<file path="src/rtl/lbm_pkg.sv">
// Shared LBM definitions: per-direction field width, moment widths and the
// 144-bit distribution beat layout {null,n,ne,e,se,s,sw,w,nw} (null at MSBs).
// The BRAM readout stage packs beats with the same direction indices.
package lbm_pkg;

    localparam int DIR_WIDTH  = 16;
    localparam int NUM_DIRS   = 9;
    localparam int BEAT_WIDTH = NUM_DIRS * DIR_WIDTH;

    localparam int RHO_WIDTH  = 20;
    localparam int MOM_WIDTH  = 18;
    // Partial sums add three 16-bit values, so 18 bits hold them exactly.
    localparam int PSUM_WIDTH = 18;

    // Direction index inside a beat; index i lives at bits [16*i +: 16].
    localparam int DIR_NW   = 0;
    localparam int DIR_W    = 1;
    localparam int DIR_SW   = 2;
    localparam int DIR_S    = 3;
    localparam int DIR_SE   = 4;
    localparam int DIR_E    = 5;
    localparam int DIR_NE   = 6;
    localparam int DIR_N    = 7;
    localparam int DIR_NULL = 8;

    typedef logic [DIR_WIDTH-1:0]  dir_t;
    typedef logic [PSUM_WIDTH-1:0] psum_w_t;

    // Stage-1 partial sums. rest = null + n + s, so rho = east + west + rest.
    typedef struct packed {
        psum_w_t east;
        psum_w_t west;
        psum_w_t north;
        psum_w_t south;
        psum_w_t rest;
    } psum_t;

    function automatic dir_t get_dir(input logic [BEAT_WIDTH-1:0] beat, input int idx);
        return beat[idx*DIR_WIDTH +: DIR_WIDTH];
    endfunction

    function automatic psum_w_t ext_dir(input logic [BEAT_WIDTH-1:0] beat, input int idx);
        return PSUM_WIDTH'(get_dir(beat, idx));
    endfunction

endpackage

</file>
<file path="src/rtl/lbm_moment_calc.sv">
// Two-stage moment datapath: beat -> partial sums -> rho/mx/my.
// Latency 2 enabled cycles; both stages advance together only when en_i is high.
// No handshake here: the caller gates en_i with its own backpressure.
// Ports: clk_i/rst_i (async active-high), en_i stage advance, beat_i packed
// distributions, rho_o/mx_o/my_o registered stage-2 moments.
module lbm_moment_calc
    import lbm_pkg::*;
(
    input  logic                  clk_i,
    input  logic                  rst_i,
    input  logic                  en_i,
    input  logic [BEAT_WIDTH-1:0] beat_i,
    output logic [RHO_WIDTH-1:0]  rho_o,
    output logic [MOM_WIDTH-1:0]  mx_o,
    output logic [MOM_WIDTH-1:0]  my_o
);

    psum_t                ps_d, ps_q;
    logic [RHO_WIDTH-1:0] rho_d, rho_q;
    logic [MOM_WIDTH-1:0] mx_d, mx_q;
    logic [MOM_WIDTH-1:0] my_d, my_q;

    // Diagonals feed both the x and y sums, hence the duplicated terms.
    always_comb begin
        ps_d       = '0;
        ps_d.east  = ext_dir(beat_i, DIR_NE) + ext_dir(beat_i, DIR_E) + ext_dir(beat_i, DIR_SE);
        ps_d.west  = ext_dir(beat_i, DIR_NW) + ext_dir(beat_i, DIR_W) + ext_dir(beat_i, DIR_SW);
        ps_d.north = ext_dir(beat_i, DIR_N)  + ext_dir(beat_i, DIR_NE) + ext_dir(beat_i, DIR_NW);
        ps_d.south = ext_dir(beat_i, DIR_S)  + ext_dir(beat_i, DIR_SE) + ext_dir(beat_i, DIR_SW);
        ps_d.rest  = ext_dir(beat_i, DIR_NULL) + ext_dir(beat_i, DIR_N) + ext_dir(beat_i, DIR_S);
    end

    // Sum of three 18-bit values stays below 2^20; moment differences wrap
    // modulo 2^18 as two's complement.
    always_comb begin
        rho_d = RHO_WIDTH'(ps_q.east) + RHO_WIDTH'(ps_q.west) + RHO_WIDTH'(ps_q.rest);
        mx_d  = MOM_WIDTH'(ps_q.east - ps_q.west);
        my_d  = MOM_WIDTH'(ps_q.north - ps_q.south);
    end

    always_ff @(posedge clk_i or posedge rst_i) begin
        if (rst_i) begin
            ps_q  <= '0;
            rho_q <= '0;
            mx_q  <= '0;
            my_q  <= '0;
        end else if (en_i) begin
            ps_q  <= ps_d;
            rho_q <= rho_d;
            mx_q  <= mx_d;
            my_q  <= my_d;
        end
    end

    assign rho_o = rho_q;
    assign mx_o  = mx_q;
    assign my_o  = my_q;

endmodule

</file>
<file path="src/rtl/lbm_moment_stream.sv">
// AXI4-Stream moment reducer: one 144-bit distribution beat in, one 64-bit
// {8'd0, rho, mx, my} beat out per pixel, with locally regenerated framing.
// Latency 2 cycles; a single global enable stalls the whole pipe when the
// output is valid and not ready, so s00_axis_tready mirrors m00_axis_tready.
// Ports: s00_* input stream (tstrb ignored), m00_* output stream,
// frame_done pulse / frame_count per completed output frame, sticky tlast_err.
module lbm_moment_stream
    import lbm_pkg::*;
#(
    parameter int DEPTH           = 2500,
    parameter int CNT_WIDTH       = 12,   // 2**CNT_WIDTH must exceed DEPTH
    parameter int FRAME_CNT_WIDTH = 16
) (
    input  logic                       s00_axis_aclk,
    input  logic                       s00_axis_areset,
    input  logic [BEAT_WIDTH-1:0]      s00_axis_tdata,
    input  logic                       s00_axis_tvalid,
    output logic                       s00_axis_tready,
    input  logic                       s00_axis_tlast,
    input  logic [BEAT_WIDTH/8-1:0]    s00_axis_tstrb,
    output logic [63:0]                m00_axis_tdata,
    output logic                       m00_axis_tvalid,
    input  logic                       m00_axis_tready,
    output logic                       m00_axis_tlast,
    output logic                       frame_done,
    output logic [FRAME_CNT_WIDTH-1:0] frame_count,
    output logic                       tlast_err
);

    logic                       en;
    logic                       in_hs;
    logic                       out_hs;
    logic                       frame_hs;
    logic                       at_end;

    logic [CNT_WIDTH-1:0]       pix_cnt_d, pix_cnt_q;
    logic                       tlast_err_d, tlast_err_q;
    logic [FRAME_CNT_WIDTH-1:0] frame_cnt_d, frame_cnt_q;
    logic                       frame_done_q;
    logic                       v1_q, l1_q;
    logic                       v2_q, l2_q;

    logic [RHO_WIDTH-1:0]       rho;
    logic [MOM_WIDTH-1:0]       mx;
    logic [MOM_WIDTH-1:0]       my;

    // All bytes are treated as valid.
    logic                       unused_tstrb;
    assign unused_tstrb = ^s00_axis_tstrb;

    assign en              = !v2_q || m00_axis_tready;
    assign s00_axis_tready = en && !s00_axis_areset;
    assign in_hs           = s00_axis_tvalid && s00_axis_tready;
    assign out_hs          = v2_q && m00_axis_tready;
    assign frame_hs        = out_hs && l2_q;
    assign at_end          = (pix_cnt_q == CNT_WIDTH'(DEPTH - 1));

    // Upstream tlast resynchronises the counter: an early tlast restarts the
    // frame at the next beat; a missing one is only flagged, the count wraps anyway.
    always_comb begin
        pix_cnt_d   = pix_cnt_q;
        tlast_err_d = tlast_err_q;
        if (in_hs) begin
            if (at_end || s00_axis_tlast) begin
                pix_cnt_d = '0;
            end else begin
                pix_cnt_d = pix_cnt_q + 1'b1;
            end
            if (at_end != s00_axis_tlast) begin
                tlast_err_d = 1'b1;
            end
        end
    end

    always_comb begin
        frame_cnt_d = frame_cnt_q;
        if (frame_hs) begin
            frame_cnt_d = frame_cnt_q + 1'b1;
        end
    end

    always_ff @(posedge s00_axis_aclk or posedge s00_axis_areset) begin
        if (s00_axis_areset) begin
            pix_cnt_q    <= '0;
            tlast_err_q  <= 1'b0;
            frame_cnt_q  <= '0;
            frame_done_q <= 1'b0;
            v1_q         <= 1'b0;
            l1_q         <= 1'b0;
            v2_q         <= 1'b0;
            l2_q         <= 1'b0;
        end else begin
            pix_cnt_q    <= pix_cnt_d;
            tlast_err_q  <= tlast_err_d;
            frame_cnt_q  <= frame_cnt_d;
            frame_done_q <= frame_hs;
            if (en) begin
                // en high outside reset implies tready, so in_hs == tvalid here;
                // a low tvalid loads a bubble.
                v1_q <= in_hs;
                l1_q <= in_hs && at_end;
                v2_q <= v1_q;
                l2_q <= l1_q;
            end
        end
    end

    lbm_moment_calc u_calc (
        .clk_i  (s00_axis_aclk),
        .rst_i  (s00_axis_areset),
        .en_i   (en),
        .beat_i (s00_axis_tdata),
        .rho_o  (rho),
        .mx_o   (mx),
        .my_o   (my)
    );

    assign m00_axis_tdata  = {8'd0, rho, mx, my};
    assign m00_axis_tvalid = v2_q;
    assign m00_axis_tlast  = l2_q;
    assign frame_done      = frame_done_q;
    assign frame_count     = frame_cnt_q;
    assign tlast_err       = tlast_err_q;

endmodule

</file>
<file path="config.mk">
export PLATFORM = sky130hd
export DESIGN_NAME = lbm_moment_stream
export DESIGN_NICKNAME = d
export VERILOG_FILES = /design/src/rtl/lbm_pkg.sv /design/src/rtl/lbm_moment_calc.sv /design/src/rtl/lbm_moment_stream.sv
export SDC_FILE = /design/constraint.sdc
export NUM_CORES = 1
export LEC_CHECK = 0
export CELL_PAD_IN_SITES_DETAIL_PLACEMENT = 1
export CELL_PAD_IN_SITES_GLOBAL_PLACEMENT = 1
export CORE_MARGIN = 3
export CORE_UTILIZATION = 46
export DETAILED_ROUTE_END_ITERATION = 10
export PLACE_DENSITY_LB_ADDON = 0.1
export SLEW_MARGIN = 20
export SYNTH_ARGS = -nofsm -noshare
export SYNTH_HDL_FRONTEND = slang
export SYNTH_HIERARCHICAL = 1
export SYNTH_SLANG_ARGS = --single-unit
</file>
<file path="constraint.sdc">
create_clock -name s00_axis_aclk -period 9.1 [get_ports s00_axis_aclk]
set_input_delay 1.365 -clock s00_axis_aclk [delete_from_list [all_inputs] [get_ports s00_axis_aclk]]
set_output_delay 1.365 -clock s00_axis_aclk [all_outputs]
set_load 0.01 [all_outputs]
</file>
# After elaboration in Yosys (flattened, before gate mapping)
# Index checks and enable logic that the tools add are counted.
# word_totals
output_inout_bits	85
inputBits	167
elab_cells	45
regBits	180
# classes
n_eq_ne	2
n_addsub	16
n_reduce_logical	10
n_mux	1
# ops
op	n
adder 18 x 16 -> 18 bit	5
adder 16 x 16 -> 17 bit	5
subtractor 18 bit	2
adder 20 x 18 -> 20 bit	1
adder 18 x 18 -> 19 bit	1
adder 16 x 1 -> 16 bit, second input constant	1
adder 12 x 1 -> 12 bit, second input constant	1
equality test 12 bit, second input constant	1
2-to-1 mux 12 bit	1
logical AND 1 bit	5
zero test 1 bit	2
logical OR 1 bit	2
AND reduction 2 bit	1
!= test 1 bit	1

# Longest topological paths before layout
# Gate-level depths: netlist of run 1.
# logic_depth
ltp_word	5
mapped_depth	19
mapped_depth_nobuf	19

# By module
# The synthesis of run 1 kept the hierarchy.
# modules_own_cells
module	seq_area_each_um2	area_each_um2	n_inst	cells_each
lbm_moment_calc	3653.5	13833.3	1	1469
lbm_moment_stream	850.8	1716.6	1	172

# Least setup slack after synthesis of run 1
# OpenSTA, ideal clock, no wires.
# synth_path
path_kind	input to register
start	input s00_axis_tdata[112]
end	register u_calc/ps_q[16] (netlist bit)
stages	17
setup_slack_ns	4.558
required_ns	9.023
n_path_buf	0
arrival_time_ns	4.464
cell_sequence	ha_1 > inv_1 > fa_1 > nor2b_1 > o2111ai_1 > a31o_2 > o21ai_1 > a21oi_1 > ha_1 > a21oi_1 > o21a_1 > a2bb2oi_1 > a21bo_2 > o311ai_1 > a21oi_1 > xor2_1 > a21oi_1
# synth_between
elab_chain_cells	2
# synth_lines
item	line_no	rtl
from (decl)	lbm_moment_stream.sv:16	input logic [BEAT_WIDTH-1:0] s00_axis_tdata,
adder 16 x 16 -> 17 bit	lbm_moment_calc.sv:30	ps_d.rest = ext_dir(beat_i, DIR_NULL) + ext_dir(beat_i, DIR_N) + ext_dir(beat_i, DIR_S);
adder 18 x 16 -> 18 bit	lbm_moment_calc.sv:30	
to (signal assigned)	lbm_moment_calc.sv:48	ps_q <= ps_d;
to (decl)	lbm_moment_calc.sv:18	psum_t ps_d, ps_q;
# No other way between the ends.
# A chain may end at the register's enable or synchronous reset.

# Final worst setup path of run 1
# Ends and elaborated chain as after synthesis.

==> results of run 1 <==
[layer usage]
metal  wire length, µm  global-route usage, %  vias up
li1                  -                      -     6251
met1             21160                  34.73     6338
met2             22430                  44.76      243
met3              1490                  3.169       49
met4               833                  6.938        0
met5                 0                      0        -
[registers in the layout (all words and copies together), names as in the netlist]
register	cells
u_calc/ps_q	90
pix_cnt_q	12
frame_done	1
u_calc/rho_o	20
m00_axis_tlast	1
v1_q	1
m00_axis_tvalid	1
u_calc/my_o	18
tlast_err	1
u_calc/mx_o	18
frame_count	16
l1_q	1
[final timing paths]
| path | from | end | slack [ns] | cells past startpoint |
|---|---|---|---|---|
| max | s00_axis_tdata[112] | u_calc/ps_q[16] | 3.90 | 19 |
| min | tlast_err | tlast_err | 0.48 | 1 |
| max reg2reg | u_calc/ps_q[55] | u_calc/rho_o[15] | 4.65 | 17 |
| min reg2reg | tlast_err | tlast_err | 0.48 | 1 |
| max in group asynchronous | s00_axis_areset | u_calc/ps_q[50] | 6.18 | 3 |
| min in group asynchronous | s00_axis_areset | frame_count[4] | 1.31 | 2 |
[where the power goes]
group          internal [mW]  leakage [nW]  switching, mW
Clock                  0.400         0.292          0.375
Sequential              1.14          2.17          0.201
Combinational           2.17          5.81           2.51
[critical path, delay by kind of cell]
| family | cells | cell delay (ns) |
|---|---|---|
| AOI/OAI and AO/OA | 11 | 2.24 |
| adders and majority gates | 3 | 0.90 |
| buffers and inverters | 2 | 0.54 |
| and+or+nand+nor | 2 | 0.30 |
| xor gates and xnor gates | 1 | 0.15 |
[synth_stat cells, types with 9 or more instances]
library cell / count / area share [%]
dfrtp_1: 180 / 29
ha_1: 169 / 14
nand2_1: 117 / 2.8
nor2_1: 113 / 2.7
inv_1: 111 / 2.7
xnor2_1: 98 / 5.5
a21oi_1: 80 / 2.6
fa_1: 74 / 9.5
o21ai_0: 60 / 1.9
mux2_2: 59 / 4.3
nor3_1: 52 / 1.7
nand3_1: 49 / 1.6
o21ai_1: 43 / 1.4
clkbuf_1: 28 / 0.68
xor2_1: 27 / 1.5
a21o_1: 26 / 1.3
and3_1: 24 / 0.97
o21a_1: 22 / 1.1
a211oi_1: 21 / 1.0
o211ai_1: 20 / 0.97
a31oi_1: 19 / 0.76
nor2b_1: 18 / 0.72
o31ai_1: 18 / 0.87
or3_1: 16 / 0.64
nand2b_1: 15 / 0.60
mux2i_1: 13 / 0.84
nand4_1: 13 / 0.52
o21bai_1: 10 / 0.48
and2_1: 9 / 0.36
[layout make-up]
cell class / instances / share of cell area, %
antenna: 1 / 0.01331
clock buffer: 19 / 2.356
timing repair buffer: 230 / 12.18
inverter: 115 / 2.350
sequential: 180 / 23.96
tap: 442 / 2.942
clock inverter: 13 / 0.8454
multi-input combinational: 1305 / 55.35
[stage by stage]
stage                     instances  instance area, µm²  util, %  hold slack [ns]
after floorplan                1648               15580        -           0.4346
after global placement         2272               18190    55.21           0.4460
after detailed placement       2272               18190    55.21           0.4590
after CTS                      2304               18790    57.04           0.4810
after global routing           2305               18800    57.05           0.5153
final                          2305               18800    57.05           0.4807
[cell families after synthesis]
| logic type | after synthesis |
|---|---|
| buffers and inverters | 163 |
| adders and majority gates | 243 |
| AOI/OAI and AO/OA | 393 |
| xor gates and xnor gates | 125 |
| muxes | 72 |
| DFF | 180 |
| other | 1 |
| and+or+nand+nor | 464 |
==> flow_metrics.env, run 1 <==
export IMPL_post_route_min_period_ns=5.198
export IMPL_synth_mux_area_share_pct=5.109
export IMPL_skew_ns=0.01206
export IMPL_worstMarginPinSlew_ns=0.9690
export IMPL_grt_first_pass_wirelength_mm=74.49
export IMPL_synth_edf_count=0
export IMPL_fillers=3703
export IMPL_area_growth_pct=20.88
export IMPL_synth_xor_area_share_pct=7.041
export IMPL_netlist_area_um2=15550
export IMPL_fin_setup_tns_ns=0
export IMPL_cp_slowest_stage_delay_ns=0.48
export IMPL_cp_slowest_cell="clkdlybuf4s50_1"
export IMPL_grt_max_degree=89
export IMPL_final_cell_mix="clkdlybuf4s50_1, dfrtp_1, ha_1"
export IMPL_cts_setup_buffers=0
export IMPL_drive_gt1_share_pct=6.552
export IMPL_syn_area_per_cell_um2=9.476
export IMPL_max_freq_mhz=192.4
export IMPL_dp_slack_ns=3.474
export IMPL_ys_seq_elements=180
export IMPL_die_w_um=189.9
export IMPL_status="completed"
export IMPL_vias=12880
export IMPL_cts_clk_slew_worst_paths_ns=0.08
export IMPL_setup_ws_ns=3.902
export IMPL_clockBufferDepth=2
export IMPL_maxCapViolCount=0
export IMPL_synth_compound_area_share_pct=16.68
export IMPL_cts_tree="done"
export IMPL_dp_hpwl_mm=37.49
export IMPL_cp_start_kind="input pin"
export IMPL_rows=66
export IMPL_crit_chain="clkdlybuf4s50_1 -> ha_1 -> inv_1 -> fa_1 -> nor2b_1 -> o2111ai_1 -> a31o_2 -> nor2_1 -> o21ai_0 -> a21oi_1 -> ha_1 -> a21oi_1 -> o21a_1 -> a2bb2oi_1 -> a21bo_2 -> o311ai_1 -> a21oi_1 -> xor2_1 -> a21oi_1"
export IMPL_grt_pass1_vias=14010
export IMPL_synth_simple_area_share_pct=14.76
export IMPL_path_class="in -> reg"
export IMPL_clkSinkCount=180
export IMPL_ys_warn_count=6
export IMPL_grt_usage_pct=25.99
export IMPL_multi_input_area_um2=10400
export IMPL_ys_flop_type="dfrtp_1"
export IMPL_fin_crit_sh_pct=57.13
export IMPL_start_util_pct=47.19
export IMPL_drt_initial_drc_count=508
export IMPL_gp_congestion=0.9045
export IMPL_hold_viol=0
export IMPL_firstDrtPassIters=4
export IMPL_ys_async_sr_fraction_pct=100.0
export IMPL_crit_fanout=4
export IMPL_critPathCaptureType="flip-flop"
export IMPL_worst_hold_path_type="reg -> reg"
export IMPL_cts_resized=0
export IMPL_regArea_um2=4504
export IMPL_cp_required_ns=9.40
export IMPL_final_max_slew_viol_count=0
export IMPL_ios=252
export IMPL_rsz0062_at_grt="false"
export IMPL_yosysSeqAreaShare_pct=28.97
export IMPL_antenna_found_initial=1
export IMPL_wire_per_inst_um=19.92
export IMPL_relSlewSlack_pct=34.56
export IMPL_worstPathArrival_ns=5.49
export IMPL_power_density_nw_per_um2=362.0
export IMPL_portBuffers=225
export IMPL_synth_fa_ha_area_share_pct=23.13
export IMPL_final_common_cell="clkdlybuf4s50_1"
export IMPL_total_power_mw=6.804
export IMPL_numCtsBuffers=17
export IMPL_ant_nets=0
export IMPL_cts_hold_buf=0
export IMPL_synth_top_family_by_area="adder cells"
export IMPL_setup_violations=0
export IMPL_synthCells=1641
export IMPL_wl_mm=45.92
export IMPL_die_h_um=189.9
export IMPL_root_buffer="clkbuf_16"
export IMPL_cts_max_level=4
export IMPL_die_area_um2=36050
export IMPL_peakVddDrop_mv=0.2216
export IMPL_synth_distinct_cells=91
export IMPL_detail_route_vias_per_cell=5.588
export IMPL_drc_errors=0
export IMPL_fin_nets=2259
export IMPL_cp_common_cell="a21oi_1"
export IMPL_core_um2=32950
export IMPL_clock_latency_ns=0.46
export IMPL_p_leak_nw=8.279
export IMPL_grt_ovfl_total=0
No activity file was read; power rests on OpenSTA's default activity.
==> inputs of run 2 (changes only) <==
- CORE_UTILIZATION: 46 -> 38
- clock period: 9.1 -> 4.47 ns (I/O delays scaled with it)
==> run 2 against run 1 <==
- first-iteration DRC count is 13% higher
- via count is 1.1% higher
- register-to-register slack worse by 4.3 ns
- utilization fell by 9.2 points
- cell area increased by 2.0%
- worst setup slack got worse by 3.6 ns
- worst hold slack worse by 0.0025 ns
==> flow_metrics.env, run 2 (synthesized netlist as in run 1, its figures left out) <==
export IMPL_hold_start="frame_count[15]"
export IMPL_grt_ovfl_total=0
export IMPL_drt_initial_drc_count=572
export IMPL_drive_gt1_share_pct=7.958
export IMPL_total_power_mw=14.10
export IMPL_worst_hold_path_type="reg -> reg"
export IMPL_timing_rr_start="u_calc/ps_q[54]"
export IMPL_die_w_um=208.3
export IMPL_wl_mm=47.90
export IMPL_top_register="u_calc/ps_q"
export IMPL_gp_congestion=0.8698
export IMPL_fin_crit_sh_pct=93.94
export IMPL_post_route_min_period_ns=4.199
export IMPL_relSlewSlack_pct=42.41
export IMPL_start_util_pct=38.78
export IMPL_final_cell_mix="clkdlybuf4s50_1, dfrtp_1, ha_1"
export IMPL_cp_slowest_stage_delay_ns=0.49
export IMPL_die_h_um=208.3
export IMPL_crit_chain="clkdlybuf4s50_1 -> ha_1 -> inv_1 -> fa_1 -> nor2b_1 -> o2111ai_1 -> a31o_2 -> nor2_1 -> o21ai_0 -> a21oi_1 -> ha_1 -> a21oi_1 -> o21a_1 -> a2bb2oi_1 -> a21bo_2 -> o311ai_2 -> a21oi_1 -> xor2_1 -> a21oi_1"
export IMPL_grt_usage_pct=22.14
export IMPL_reg2reg_depth=15
export IMPL_cp_slowest_cell="clkdlybuf4s50_1"
export IMPL_min_delay_path_depth=1
export IMPL_cts_tree="done"
export IMPL_timing_rr_end="u_calc/rho_o[15]"
export IMPL_p_leak_nw=8.417
export IMPL_firstDrtPassIters=4
export IMPL_area_growth_pct=23.25
export IMPL_vias=13020
export IMPL_grt_max_degree=147
export IMPL_clock_latency_ns=0.47
export IMPL_cp_common_cell="a21oi_1"
export IMPL_max_freq_mhz=238.1
export IMPL_crit_fanout=3
export IMPL_critPathCaptureType="flip-flop"
export IMPL_cts_setup_buffers=0
export IMPL_worstPathArrival_ns=4.60
export IMPL_portBuffers=225
export IMPL_clkSinkCount=180
export IMPL_status="completed"
export IMPL_setup_violations=0
export IMPL_final_cell_count_no_fill=2411
export IMPL_grt_first_pass_wirelength_mm=76.36
export IMPL_root_buffer="clkbuf_16"
export IMPL_multi_input_area_um2=10440
export IMPL_clockBufferDepth=2
export IMPL_dp_hpwl_mm=39.07
export IMPL_path_class="in -> reg"
export IMPL_grt_pass1_vias=14090
export IMPL_cts_hold_buf=0
export IMPL_dp_cells=2378
export IMPL_cp_num_buf_inv=2
export IMPL_maxCapViolCount=0
export IMPL_hold_viol=0
export IMPL_cts_clk_slew_worst_paths_ns=0.08
export IMPL_final_common_cell="clkdlybuf4s50_1"
export IMPL_skew_ns=0.01121
export IMPL_peakVddDrop_mv=0.4012
export IMPL_rows=73
export IMPL_power_density_nw_per_um2=735.5
export IMPL_ios=252
export IMPL_regArea_um2=4504
export IMPL_cts_max_level=4
export IMPL_utilization_pct=47.80
export IMPL_final_max_slew_viol_count=0
export IMPL_antenna_found_initial=1
export IMPL_rsz0062_at_grt="false"
export IMPL_drc_errors=0
export IMPL_die_area_um2=43380
export IMPL_ant_nets=0
export IMPL_fillers=4532
export IMPL_fin_nets=2282
export IMPL_ff2ff_setup_slack_ns=0.34
export IMPL_core_um2=40100
export IMPL_cp_start_kind="input pin"
export IMPL_numCtsBuffers=17
export IMPL_cp_required_ns=4.87
export IMPL_detail_route_vias_per_cell=5.401
export IMPL_largest_reg_flops=90
export IMPL_min_to="frame_count[15]"
export IMPL_wire_per_inst_um=19.87
export IMPL_cts_resized=0
export IMPL_path_delay_family="compound AO/OA/AOI/OAI gates"
export IMPL_worstMarginPinSlew_ns=0.8638
[run 2: cell count changes in the layout (fill, tap and decap cells not counted), moves of 2 or more]
cell      delta
buf_4       +20
buf_12       +3
inv_6        -3
clkinv_8     +2
[run 2: layout make-up]
type / count / share of cell area [%]
Multi-Input combinational cell: 1305 / 54.46
Sequential cell: 180 / 23.50
Timing Repair Buffer: 253 / 13.04
Tap cell: 525 / 3.427
Inverter: 115 / 2.298
Clock buffer: 18 / 2.291
Clock inverter: 14 / 0.9662
Antenna cell: 1 / 0.01306
[run 2: through the flow]
step	TNS (ns)	setup WS [ns]	hold slack (ns)	cell area, µm²
final	0	0.2707	0.4782	19170
after global routing	0	0.02453	0.4970	19170
after CTS	0	0.1652	0.4818	19130
after detailed placement	-0.8448	-0.3368	0.4662	18510
after global placement	-0.2718	-0.2076	0.4507	18510
after floorplan	0	0.6229	0.4346	15580
[run 2: how the worst max path moves through the flow]
stage / cells past startpoint / from / end / slack (ns)
after floorplan: 17 / s00_axis_tdata[112] / u_calc/ps_q[16] / 0.62
after global placement: 18 / s00_axis_tdata[112] / u_calc/ps_q[16] / -0.21
after detailed placement: 18 / s00_axis_tdata[112] / u_calc/ps_q[16] / -0.34
after CTS: 18 / s00_axis_tdata[112] / u_calc/ps_q[16] / 0.17
after global routing: 19 / s00_axis_tdata[112] / u_calc/ps_q[16] / 0.02
final: 19 / s00_axis_tdata[112] / u_calc/ps_q[16] / 0.27
[run 2: power breakdown]
part / leakage [nW] / internal, mW / total, mW / switching (mW)
logic: 5.94 / 4.54 / 9.74 / 5.20
registers: 2.17 / 2.33 / 2.74 / 0.418
clock network: 0.302 / 0.823 / 1.62 / 0.794
[run 2: layer usage]
layer	global-route usage (%)	vias up	routed length, µm
li1	-	6278	-
met1	29.45	6499	22280
met2	38.01	198	23370
met3	2.940	48	1402
met4	5.929	0	848
met5	0	-	0
